===== src/rtl/aes_io_bridge.sv =====
// Byte-handshake bridge between the SoC PIOs and the AES core: gathers key+message bytes, starts the core, returns the result bytewise.
// Latency: PIO inputs are registered once, so to_sw_sig responds on the 2nd rising edge after to_hw_sig changes.
// Backpressure: four-phase handshake. Software holds a command until it sees ACK, then returns to IDLE before the next byte.
module aes_io_bridge #(
  parameter int KEY_BYTES = 16,
  parameter int MSG_BYTES = 16
) (
  input  logic                   clk,
  input  logic                   reset,
  input  logic [7:0]             to_hw_port,
  input  logic [1:0]             to_hw_sig,
  output logic [7:0]             to_sw_port,
  output logic [1:0]             to_sw_sig,
  output logic [8*KEY_BYTES-1:0] key_o,
  output logic [8*MSG_BYTES-1:0] msg_o,
  output logic                   start_o,
  input  logic [8*MSG_BYTES-1:0] result_i,
  input  logic                   done_i
);

  localparam int KW = 8 * KEY_BYTES;
  localparam int MW = 8 * MSG_BYTES;
  localparam logic [5:0] TOTAL_BYTES = 6'(KEY_BYTES + MSG_BYTES);
  localparam logic [5:0] LAST_RES    = 6'(MSG_BYTES - 1);

  localparam logic [1:0] CMD_IDLE  = 2'b00;
  localparam logic [1:0] CMD_WRITE = 2'b01;
  localparam logic [1:0] CMD_READ  = 2'b10;
  localparam logic [1:0] CMD_ABORT = 2'b11;

  localparam logic [1:0] STS_WAIT  = 2'b00;
  localparam logic [1:0] STS_ACK   = 2'b01;
  localparam logic [1:0] STS_BUSY  = 2'b10;
  localparam logic [1:0] STS_READY = 2'b11;

  typedef enum logic [2:0] {
    S_LOAD, S_LOAD_ACK, S_START, S_BUSY, S_READY, S_READ_ACK
  } state_e;

  state_e          state_q, state_d;
  logic [5:0]      cnt_q, cnt_d;
  logic [1:0]      sig_q;
  logic [7:0]      byte_q;
  logic [KW-1:0]   key_q, key_d;
  logic [MW-1:0]   msg_q, msg_d;
  logic [MW-1:0]   result_q, result_d;
  logic [7:0]      port_q, port_d;
  logic [1:0]      sts_q, sts_d;
  logic            start_q, start_d;

  // State register plus all registered outputs and the input capture stage.
  always_ff @(posedge clk) begin
    if (reset) begin
      state_q  <= S_LOAD;
      cnt_q    <= '0;
      sig_q    <= CMD_IDLE;
      byte_q   <= '0;
      key_q    <= '0;
      msg_q    <= '0;
      result_q <= '0;
      port_q   <= '0;
      sts_q    <= STS_WAIT;
      start_q  <= 1'b0;
    end else begin
      state_q  <= state_d;
      cnt_q    <= cnt_d;
      sig_q    <= to_hw_sig;
      byte_q   <= to_hw_port;
      key_q    <= key_d;
      msg_q    <= msg_d;
      result_q <= result_d;
      port_q   <= port_d;
      sts_q    <= sts_d;
      start_q  <= start_d;
    end
  end

  // Next state and datapath: ABORT overrides everything, including a coincident done_i.
  always_comb begin
    state_d  = state_q;
    cnt_d    = cnt_q;
    key_d    = key_q;
    msg_d    = msg_q;
    result_d = result_q;
    port_d   = port_q;
    if (sig_q == CMD_ABORT) begin
      state_d = S_LOAD;
      cnt_d   = '0;
    end else begin
      case (state_q)
        S_LOAD: begin
          if (sig_q == CMD_WRITE) begin
            // Byte index cnt lands MSB-first: key bytes first, then message bytes.
            for (int i = 0; i < KEY_BYTES; i++)
              if (cnt_q == 6'(i)) key_d[8*(KEY_BYTES-i)-1 -: 8] = byte_q;
            for (int i = 0; i < MSG_BYTES; i++)
              if (cnt_q == 6'(KEY_BYTES + i)) msg_d[8*(MSG_BYTES-i)-1 -: 8] = byte_q;
            cnt_d   = cnt_q + 6'd1;
            state_d = S_LOAD_ACK;
          end
        end
        S_LOAD_ACK: begin
          if (sig_q == CMD_IDLE)
            state_d = (cnt_q == TOTAL_BYTES) ? S_START : S_LOAD;
        end
        S_START: begin
          cnt_d   = '0;
          state_d = S_BUSY;
        end
        S_BUSY: begin
          if (done_i) begin
            result_d = result_i;
            state_d  = S_READY;
          end
        end
        S_READY: begin
          if (sig_q == CMD_READ) begin
            for (int i = 0; i < MSG_BYTES; i++)
              if (cnt_q == 6'(i)) port_d = result_q[8*(MSG_BYTES-i)-1 -: 8];
            state_d = S_READ_ACK;
          end
        end
        S_READ_ACK: begin
          if (sig_q == CMD_IDLE) begin
            if (cnt_q == LAST_RES) begin
              cnt_d   = '0;
              state_d = S_LOAD;
            end else begin
              cnt_d   = cnt_q + 6'd1;
              state_d = S_READY;
            end
          end
        end
        default: begin
          state_d = S_LOAD;
          cnt_d   = '0;
        end
      endcase
    end
  end

  // Outputs decoded from the next state so status lands on the same edge as the transition.
  always_comb begin
    sts_d   = STS_WAIT;
    start_d = 1'b0;
    case (state_d)
      S_LOAD:     sts_d = STS_WAIT;
      S_LOAD_ACK: sts_d = STS_ACK;
      S_START: begin
        sts_d   = STS_BUSY;
        start_d = 1'b1;
      end
      S_BUSY:     sts_d = STS_BUSY;
      S_READY:    sts_d = STS_READY;
      S_READ_ACK: sts_d = STS_ACK;
      default:    sts_d = STS_WAIT;
    endcase
  end

  assign to_sw_port = port_q;
  assign to_sw_sig  = sts_q;
  assign key_o      = key_q;
  assign msg_o      = msg_q;
  assign start_o    = start_q;

endmodule


===== config.mk =====
export PLATFORM = sky130hd
export DESIGN_NAME = aes_io_bridge
export DESIGN_NICKNAME = d
export VERILOG_FILES = /design/src/rtl/aes_io_bridge.sv
export SDC_FILE = /design/constraint.sdc
export NUM_CORES = 1
export LEC_CHECK = 0
export BUFFER_PORTS_ARGS = -buffer_cell sky130_fd_sc_hd__buf_2
export CAP_MARGIN = 5
export CORE_MARGIN = 1
export CORE_UTILIZATION = 50
export CTS_BUF_LIST = sky130_fd_sc_hd__clkbuf_4 sky130_fd_sc_hd__clkbuf_8
export DETAILED_ROUTE_END_ITERATION = 12
export PLACE_DENSITY = 0.88
export SYNTH_ARGS = -nofsm -noshare
export SYNTH_HDL_FRONTEND = slang
export SYNTH_SLANG_ARGS = --single-unit

===== constraint.sdc =====
create_clock -name clk -period 4 [get_ports clk]
set_input_delay 0.4 -clock clk [delete_from_list [all_inputs] [get_ports clk]]
set_output_delay 0.4 -clock clk [all_outputs]
set_load 0.03 [all_outputs]

== Yosys cells after proc, flatten, opt, wreduce, memory -nomap -nowiden ==
Cells that the tools add are included.
Word-level totals
  output and inout port bits: 267
  bits in registers: 414
  input bits: 141
Cells by class
  add/subtract/negate cells: 1
  eq/ne operators: 47
  reduce and logical (&&, ||, !) cells: 43
  bitwise gates (word level): 2
  multiplexer cells: 31
Operators by type and width (count)
  $reduce_and 4->1: 33
  $mux 8: 16
  $eq 6x5->1 const B: 16
  $eq 6x4->1 const B: 8
  $eq 6x3->1 const B: 4
  $mux 3: 7
  $mux 6: 3
  $pmux 3 s6: 1
  $pmux 6 s3: 1
  $reduce_bool 16->1: 1
  $eq 3x2->1 const B: 4
  $eq 3x3->1 const B: 4
  $eq 6x2->1 const B: 2
  $add 6x1->6 const B: 1
  $eq 3x1->1 const B: 2
  $eq 6x1->1 const B: 1
  $eq 6x6->1 const B: 1
  $logic_not 6->1: 1
  $pmux 2 s3: 1
  $reduce_and 3->1: 2
  $reduce_or 2->1: 3
  $eq 2x2->1 const B: 2
  $ne 2x2->1 const B: 2
  $logic_not 3->1: 1
  other kinds (6): 7

== Logic depth before layout (Yosys ltp) ==
Gate-level depths: netlist of run 1.
  word-level depth: 17
  depth in mapped cells: 11
  mapped depth without buffers: 8

== Worst setup path after synthesis of run 1 ==
No wires, ideal clock.
  kind: reg-to-reg
  start point: reg cnt_q[0]
  end point: reg port_q[7], in the netlist to_sw_port[7]
  arrival time: 2.005 ns
  data required time: 3.862 ns
  stages on the path, launching flop included: 10
  period minus slack after synthesis: 2.144 ns
  setup slack: 1.856 ns
  buffers on the path: 1
  library setup time: 0.138 ns
  path through: dfxtp_1 > inv_1 > ha_1 > clkbuf_1 > or2_2 > and2_1 > o22ai_1 > o211ai_1 > a2111oi_1 > o32ai_1
On the way
  word-level cells in the longest chain between the ends: 16
Ends and longest elaborated chain
  start: declaration: RTL line 41  | logic [5:0] cnt_q, cnt_d;
  start signal: assignment: RTL line 66  | cnt_q <= cnt_d;
  $eq 6x1->1: RTL line 119  | if (cnt_q == 6'(i)) port_d = result_q[8*(MSG_BYTES-i)-1 -: 8];
  $mux 8 (15 in series): RTL line 119
  end signal: assignment: RTL line 72  | port_q <= port_d;
  end: declaration: RTL line 47  | logic [7:0] port_q, port_d;
Parallel ways exist; a longest one is shown, timed or not.
A chain may end at the register's enable or synchronous reset.

== Worst setup path in the final report of run 1 ==
  start point: reg cnt_q[2]
  end point: reg port_q[5], in the netlist to_sw_port[5]
Same word-level chain as after synthesis.

==> results.sh, run 1 <==
export IMPL_placed_area_sq_um=18700
export IMPL_avgSynthCellArea_sq_um=8.18
export IMPL_placed_cells=2737
export IMPL_synth_top_cell_area_share_pct=50.3
export IMPL_grt_overflow_total=0
export IMPL_drc=0
export IMPL_fin_tns_setup_ns=0
export IMPL_yosys_register_bits=414
export IMPL_critPathKind="reg -> reg"
export IMPL_rows=66
export IMPL_outcome="finished clean"
export IMPL_fin_area_sq_um=20300
export IMPL_rsz0062_at_grt="no"
export IMPL_syn_area_sq_um=16500
export IMPL_portBuffers=407
export IMPL_hpwl_microns=38700
export IMPL_dieHeight_microns=184
export IMPL_antenna_found_initial=0
export IMPL_synthCells=2014
export IMPL_skew_ns=0.0324
export IMPL_synthArstFlopShare_pct=0
export IMPL_wl_per_cell_microns=19.6
export IMPL_drive_gt1_share_pct=23.9
export IMPL_critical_path_arrival_ns=3.59
export IMPL_dr_wl_met3_microns=4930
export IMPL_detail_route_antenna_nets=0
export IMPL_drv_slew=0
export IMPL_vias=16100
export IMPL_fmax_mhz=323
export IMPL_yosysTopAreaCell="dfxtp_1"
export IMPL_postCtsSetupRepairBufs=0
export IMPL_die_w_microns=184
export IMPL_grt_pass1_wl_microns=84300
export IMPL_synth_cell_types=71
export IMPL_ir_drop_mv=0.318
export IMPL_synth_seq_area_share_pct=50.3
export IMPL_numCtsBuffers=68
export IMPL_finalHoldViolations=0
export IMPL_synth_ff_type="dfxtp_1"
export IMPL_cap_viol_max_count=0
export IMPL_endpoint_kind="flip-flop"
export IMPL_grt_pass1_vias=15400
export IMPL_clock_sinks=414
export IMPL_clkTransAtPathRegs_ns=0.06
export IMPL_powerDensity_nw_per_um2=418
export IMPL_power_uw=8490
export IMPL_vias_per_cell=5.62
export IMPL_crit_fanout=29
export IMPL_max_slew_margin_pct=36.0
export IMPL_fin_crit_ns=3.09
export IMPL_layout_cells_non_filler=2863
export IMPL_cts_tree="done"
export IMPL_areaGrowthSynthToFinish_pct=23.3
export IMPL_worst_slew_pin_slew_ns=0.958
export IMPL_layout_setup_ws_ns=0.908
export IMPL_final_nets=2520
export IMPL_synth_nets=2159
export IMPL_start_util_pct=50.8
export IMPL_ctsResizeCount=0
export IMPL_hold_path_class="in -> reg"
export IMPL_synth_top_cells_by_area="dfxtp_1, nand2_1, a21oi_1"
export IMPL_cts_root_buffer="clkbuf_8"
export IMPL_period_share_pct=77.3
export IMPL_power_leakage_uw=0.00889
export IMPL_track_usage_pct=32.2
export IMPL_wl_microns=56200
export IMPL_dpl_worst_slack_ns=1.04
export IMPL_insertion_delay_ns=0.62
export IMPL_htree_levels=3
export IMPL_drt_first_pass_iters=6
export IMPL_routed_wl_met2_microns=26700
export IMPL_route_top_layer_used="met4"
export IMPL_hold_buffers=10
export IMPL_first_iter_violations=1524
export IMPL_die_area_sq_um=33700
export IMPL_gp_congestion=0.991
export IMPL_clockBufferDepth=3
export IMPL_fp_coreArea_sq_um=32500
export IMPL_yosysWarningCount=0
export IMPL_crit_required_ns=4.50
export IMPL_synth_edf_count=0
export IMPL_grt_max_degree=139
export IMPL_io_pins=408
export IMPL_wirelength_met1_microns=22100
export IMPL_start_kind="flip-flop"
export IMPL_diodes=0
export IMPL_setup_viol=0
## where the power goes
group          leakage (uW)  internal [uW]  total (uW)  switching, uW
Sequential          0.00334           4130        4150           17.7
Clock              0.000779           2320        4010           1700
Combinational       0.00478            109         328            219
## stage by stage
stage / utilization (%) / hold WS, ns
2_1_floorplan: - / 0.431
3_3_place_gp: 57.7 / 0.439
3_5_place_dp: 57.7 / 0.443
4_1_cts: 62.6 / 0.00151
5_1_grt: 62.6 / 0.0230
6_report: 62.6 / 0.0341
## layer usage
metal,vias to the layer above,GRT usage [%]
li1,7557,-
met1,7549,38.7
met2,844,54.0
met3,148,6.99
met4,0,16.8
met5,-,0
## synth_stat cells (all sizes together) (10+ instances only)
cell type  number
nand2         503
dfxtp         414
a21oi         296
nor2          160
nand3         128
clkbuf        123
mux2i         116
buf            35
o21ai          27
nor2b          19
nand3b         11
nor3           11
a211oi         10
a22oi          10
a31oi          10
inv            10
nand2b         10
o22ai          10
## final timing paths
kind | slack [ns] | start | to | depth (start not counted)
setup / recovery | 0.91 | cnt_q[2] | to_sw_port[5] | 6
setup reg to reg | 0.91 | cnt_q[2] | to_sw_port[5] | 6
hold reg to reg | 0.45 | key_o[35] | key_o[35] | 2
hold / removal | 0.03 | result_i[100] | result_q[100] | 3
## critical path, stage by stage, from the launching register on
cell,delay (ns)
dfxtp_1,0.95
and4bb_1,0.51
o21ai_0,0.32
o21a_1,0.22
a31oi_4,0.46
nand3_1,0.19
o32ai_1,0.30
## cell families (layout without fill, tap and decap cells)
family	Yosys count	count (layout)	synth area share (%)
multiplexers	116	116	7.05
AO/OA/AOI/OAI	419	419	14.4
XOR/XNOR	5	5	0.266
adder cells (fa/ha/maj)	4	4	0.304
flip-flops	414	414	50.3
AND/OR/NAND/NOR	887	887	23.4
buffers and inverters	169	576	4.21
## sequential cells by signal, summed over array words and instances, names as in the netlist
register	flops
key_o	128
msg_o	128
result_q	128
byte_q	8
to_sw_port	8
cnt_q	6
state_q	3
sig_q	2
to_sw_sig	2
start_o	1
## layout make-up
| class | count | area, sq um |
|---|---|---|
| repair buffers | 449 | 2420 |
| clock buffers | 101 | 1280 |
| clock inverters | 15 | 209 |
| flip-flops and latches | 414 | 8290 |
| fillers | 2710 | 12100 |
| well taps | 442 | 553 |
| inverters | 11 | 41.3 |
| multi-input cells | 1431 | 7520 |
## cell usage in the layout (no fill, tap or decap), types with 5 or more instances in the layout
cell           synthesis  final
o211ai_1               9      9
o221ai_1               5      5
nand3b_1              11     11
nand2_1              503    503
and3_1                 8      7
a31oi_1                9      9
and2_1                 5      5
buf_2                 26    406
nor2b_1               19     19
buf_4                  1     29
a22oi_1               10     10
clkbuf_4               0     18
a21oi_1              296    296
inv_1                 10     10
dlygate4sd3_1          0     10
o31ai_1                7      7
nor3_1                 9      8
o32ai_1                5      5
clkbuf_8               0     83
o22ai_1               10     10
a211oi_1               9      9
nand2b_1              10     10
nand3_2                6      6
o21ai_0               25     25
dfxtp_1              414    414
mux2i_1              116    116
nor2_1               158    157
nand3_1              122    122
No activity file was read; power rests on OpenSTA's default activity.
==> run 2: changes to the inputs <==
Settings changed: PLACE_DENSITY 0.88 to 0.91.
Clock period 4 ns to 2.5 ns, I/O delays scaled along.
==> run 2 against run 1 <==
Against the previous run:
- cell count grew 6.4%
- via count grew 11%
- power grew 63%
- global-route usage grew 5.7 points
- sequential share of layout area shrank 3.4 points
- count of clock-buffer cells in the layout shrank 1
- utilization grew 5.6 points
- setup slack lost 0.84 ns
- hold slack gained 0.14 ns
==> results.sh, run 2 (synthesis gave the netlist of run 1 again) <==
export IMPL_layout_setup_ws_ns=0.0676
export IMPL_drive_gt1_share_pct=24.4
export IMPL_clockBufferDepth=3
export IMPL_r2r_setup_slack_ns=0.07
export IMPL_clkTransAtPathRegs_ns=0.06
export IMPL_endpoint_kind="flip-flop"
export IMPL_drt_first_pass_iters=9
export IMPL_numCtsBuffers=68
export IMPL_fmax_mhz=411
export IMPL_first_iter_violations=1977
export IMPL_grt_pass1_wl_microns=98100
export IMPL_die_w_microns=184
export IMPL_die_area_sq_um=33700
export IMPL_portBuffers=407
export IMPL_track_usage_pct=38.0
export IMPL_critical_path_arrival_ns=2.89
export IMPL_final_cell_mix="nand2_1, dfxtp_1, buf_2"
export IMPL_period_share_pct=97.3
export IMPL_cts_root_buffer="clkbuf_8"
export IMPL_fin_tns_setup_ns=0
export IMPL_final_nets=2696
export IMPL_seq_area_sq_um=8290
export IMPL_htree_levels=3
export IMPL_grt_max_degree=213
export IMPL_ir_drop_mv=0.593
export IMPL_gp_congestion=1.03
export IMPL_placed_cells=2782
export IMPL_finalHoldViolations=0
export IMPL_grt_pass1_vias=17600
export IMPL_setup_viol=0
export IMPL_io_pins=408
export IMPL_worst_slew_pin_slew_ns=0.956
export IMPL_skew_ns=0.0276
export IMPL_vias_per_cell=5.87
export IMPL_cts_tree="done"
export IMPL_layout_commonest_cell="nand2_1"
export IMPL_areaGrowthSynthToFinish_pct=34.4
export IMPL_cap_viol_max_count=0
export IMPL_insertion_delay_ns=0.60
export IMPL_dieHeight_microns=184
export IMPL_clock_sinks=414
export IMPL_fin_crit_ns=2.43
export IMPL_hpwl_microns=39700
export IMPL_hold_slack_ns=0.177
export IMPL_crit_fanout=6
export IMPL_fp_coreArea_sq_um=32500
export IMPL_start_kind="flip-flop"
export IMPL_outcome="finished clean"
export IMPL_hold_path_class="in -> reg"
export IMPL_drv_slew=0
export IMPL_wl_per_cell_microns=21.3
export IMPL_multi_input_area_sq_um=7570
export IMPL_critPathKind="reg -> reg"
export IMPL_vias=17900
export IMPL_grt_overflow_total=0
export IMPL_n_fill_cell=2387
export IMPL_crit_required_ns=2.95
export IMPL_rsz0062_at_grt="yes"
export IMPL_power_uw=13900
export IMPL_power_leakage_uw=0.00969
export IMPL_powerDensity_nw_per_um2=627
export IMPL_dpl_worst_slack_ns=0.0530
export IMPL_drc=0
export IMPL_start_util_pct=50.8
export IMPL_rows=66
export IMPL_wl_microns=65000
export IMPL_antenna_found_initial=3
export IMPL_layout_cells_non_filler=3047
export IMPL_detail_route_antenna_nets=0
export IMPL_max_slew_margin_pct=36.2
run 2: what timing repair did:
item / in CTS / in global routing
resized for setup: 0 / 12
hold endpoints to repair: 138 / 0
hold buffers: 138 / 0
setup endpoints to repair: 0 / 17
setup buffers: 0 / 3
run 2: through the flow:
step                      instance area (sq um)  utilization, %
after floorplan                           16500               -
after global routing                      22100            68.2
after global placement                    19200            59.1
after detailed placement                  19200            59.1
after CTS                                 22000            67.9
final                                     22100            68.2
run 2: worst max-delay path, stage by stage, from the launching register on:
cell,delay (ns)
dfxtp_1,0.44
inv_1,0.13
ha_2,0.26
and3b_1,0.29
and2_1,0.28
a21oi_1,0.19
o211ai_1,0.17
a211oi_1,0.42
o32ai_1,0.13
run 2: layout make-up:
| type | instances | share of cell area, % |
|---|---|---|
| inverters | 11 | 0.204 |
| well taps | 442 | 2.50 |
| clock buffers | 100 | 5.71 |
| repair buffers | 625 | 18.9 |
| clock inverters | 18 | 0.933 |
| multi-input cells | 1431 | 34.2 |
| diodes | 6 | 0.0678 |
| flip-flops and latches | 414 | 37.4 |
run 2: where the power goes:
part | total (uW) | internal (uW) | leakage [uW] | switching, uW
Clock | 6470 | 3660 | 0.000765 | 2810
Sequential | 6640 | 6610 | 0.00334 | 27.3
Combinational | 755 | 333 | 0.00558 | 422
Total | 13900 | 10600 | 0.00969 | 3260
run 2: worst paths after layout:
kind,to,depth (start not counted),from
worst max-delay path,to_sw_port[0],8,cnt_q[0]
worst min-delay path,msg_o[37],3,reset
worst max register to register,to_sw_port[0],8,cnt_q[0]
worst min register to register,key_o[48],2,key_o[48]
run 2: routing by layer:
| metal | vias up | wire (microns) | track usage [%] |
|---|---|---|---|
| met5 | - | 0 | 0 |
| met2 | 1271 | 30300 | 61.6 |
| li1 | 7915 | - | - |
| met4 | 0 | 4240 | 24.5 |
| met3 | 368 | 6350 | 9.47 |
| met1 | 8344 | 24000 | 44.7 |
==> run 3: changes to the inputs <==
Settings changed: CTS_CLUSTER_DIAMETER set to 150, PLACE_DENSITY 0.91 to 0.79.
==> run 3 against run 2 <==
Against the previous run:
- non-clock buffer count is 9 higher
- power is 1.7% lower
- sequential share of layout area is 0.10 points higher
- clock skew is 0.0050 ns lower
- critical endpoint unchanged
==> results.sh, run 3 (synthesis gave the netlist of run 1 again) <==
export IMPL_io_pins=408
export IMPL_drc=0
export IMPL_worstHoldStart="reset"
export IMPL_hpwl_microns=39700
export IMPL_gp_congestion=0.971
export IMPL_fin_util_pct=68.0
export IMPL_max_slew_margin_pct=52.4
export IMPL_hold_path_depth=2
export IMPL_seqPwrFrac_pct=48.7
export IMPL_fin_tns_setup_ns=0
export IMPL_dieHeight_microns=184
export IMPL_critical_path_arrival_ns=2.90
export IMPL_insertion_delay_ns=0.62
export IMPL_ir_drop_mv=0.454
export IMPL_areaGrowthSynthToFinish_pct=34.0
export IMPL_internal_power_uw=10400
export IMPL_vias_per_cell=5.63
export IMPL_grt_pass1_wl_microns=92800
export IMPL_r2r_cells=9
export IMPL_skew_ns=0.0226
export IMPL_finalHoldViolations=0
export IMPL_crit_fanout=18
export IMPL_clkTransAtPathRegs_ns=0.07
export IMPL_worst_slew_pin_slew_ns=0.715
export IMPL_drv_slew=0
export IMPL_detail_route_antenna_nets=0
export IMPL_outcome="finished clean"
export IMPL_p_comb_share_pct=5.5
export IMPL_endpoint_kind="flip-flop"
export IMPL_die_w_microns=184
export IMPL_grt_max_degree=153
export IMPL_crit_required_ns=2.98
export IMPL_wl_microns=61500
export IMPL_vias=17200
export IMPL_final_nets=2706
export IMPL_fp_coreArea_sq_um=32500
export IMPL_grt_overflow_total=0
export IMPL_drive_gt1_share_pct=24.9
export IMPL_hold_path_class="in -> reg"
export IMPL_pwr_share_clk_pct=45.9
export IMPL_cap_viol_max_count=0
export IMPL_final_cell_mix="nand2_1, dfxtp_1, buf_2"
export IMPL_swShare_pct=24.1
export IMPL_clock_sinks=414
export IMPL_rr_startpoint="cnt_q[1]"
export IMPL_wl_per_cell_microns=20.1
export IMPL_fin_crit_ns=2.43
export IMPL_setup_viol=0
export IMPL_htree_levels=3
export IMPL_power_leakage_uw=0.00971
export IMPL_first_iter_violations=1398
export IMPL_r2r_setup_slack_ns=0.07
export IMPL_start_util_pct=50.8
export IMPL_rows=66
export IMPL_start_kind="flip-flop"
export IMPL_r2r_end="to_sw_port[0]"
export IMPL_track_usage_pct=35.5
export IMPL_portBuffers=407
export IMPL_rsz0062_at_grt="no"
export IMPL_cts_root_buffer="clkbuf_8"
export IMPL_p_sw_uw=3280
export IMPL_clockBufferDepth=3
export IMPL_fin_area_sq_um=22100
export IMPL_min_to="byte_q[5]"
export IMPL_drt_first_pass_iters=6
export IMPL_fmax_mhz=412
export IMPL_antenna_found_initial=5
export IMPL_placed_area_sq_um=19200
export IMPL_period_share_pct=97.1
export IMPL_numCtsBuffers=69
export IMPL_die_area_sq_um=33700
export IMPL_critPathKind="reg -> reg"
export IMPL_layout_commonest_cell="nand2_1"
export IMPL_grt_pass1_vias=16900
export IMPL_powerDensity_nw_per_um2=618
export IMPL_cts_tree="done"
## run 3: changes by cell type in the layout (fill, tap and decap cells not counted), moves of 2 or more
cell       delta
a2111oi_1     -2
buf_12        -5
buf_4        +13
bufinv_16     -3
diode_2       -2
ha_2          +2
nand3_1       +2
nor2_1        -3
nor2_2        +4
## run 3: final cells by class
type,instances,area (sq um)
Timing Repair Buffer,634,4200
Fill cell,2591,10400
Antenna cell,4,10.0
Multi-Input combinational cell,1431,7550
Clock buffer,101,1280
Clock inverter,18,150
Sequential cell,414,8290
Inverter,11,45.0
Tap cell,442,553
## run 3: how the worst max path moves through the flow
stage	startpoint	to	slack (ns)	cells after the start
floorplan	cnt_q[0]	to_sw_port[7]	0.36	9
global placement	cnt_q[2]	to_sw_port[1]	0.14	7
detailed placement	cnt_q[1]	to_sw_port[0]	0.12	9
CTS	cnt_q[1]	key_o[49]	0.1	7
global route	cnt_q[0]	to_sw_sig[1]	0.0002	7
finish	cnt_q[1]	to_sw_port[0]	0.07	9
## run 3: critical path, stage by stage, from the launching register on
cell and delay [ns]:
dfxtp_1 0.40, ha_1 0.24, buf_4 0.27, nand3b_1 0.12, a21boi_0 0.27, nor2_1 0.14
a31oi_4 0.34, buf_4 0.22, mux2i_1 0.18, o32ai_1 0.10
## run 3: what timing repair did
action | CTS | global route
hold buffers | 138 | 0
setup buffers | 0 | 3
gates resized for setup | 0 | 13
hold endpoints to repair | 138 | 0
endpoints found under the setup margin | 0 | 54
## run 3: per-stage QoR
step | hold WS (ns) | power (uW) | worst slack (ns) | std cells
6_report | 0.0234 | 13600 | 0.0728 | 3055
5_1_grt | 0.0412 | 14000 | 0.000231 | 3055
2_1_floorplan | 0.378 | 7050 | 0.356 | 2014
3_3_place_gp | 0.439 | 7310 | 0.141 | 2791
4_1_cts | 0.0191 | 13600 | 0.0968 | 3048
3_5_place_dp | 0.443 | 7320 | 0.118 | 2791
## run 3: metal layers
| layer | wire [microns] | GRT usage (%) | up-vias |
|---|---|---|---|
| met5 | 14 | 0 | - |
| met3 | 4850 | 7.51 | 227 |
| met2 | 29900 | 60.7 | 939 |
| li1 | - | - | 7938 |
| met4 | 2790 | 18.1 | 2 |
| met1 | 24000 | 41.8 | 8107 |
## run 3: power by group through the flow
stage	Combinational, uW	Sequential (uW)	Clock [uW]
global placement	530	6780	0
finish	745	6640	6250
detailed placement	534	6780	0
CTS	701	6640	6250
floorplan	274	6780	0
global route	781	6640	6580
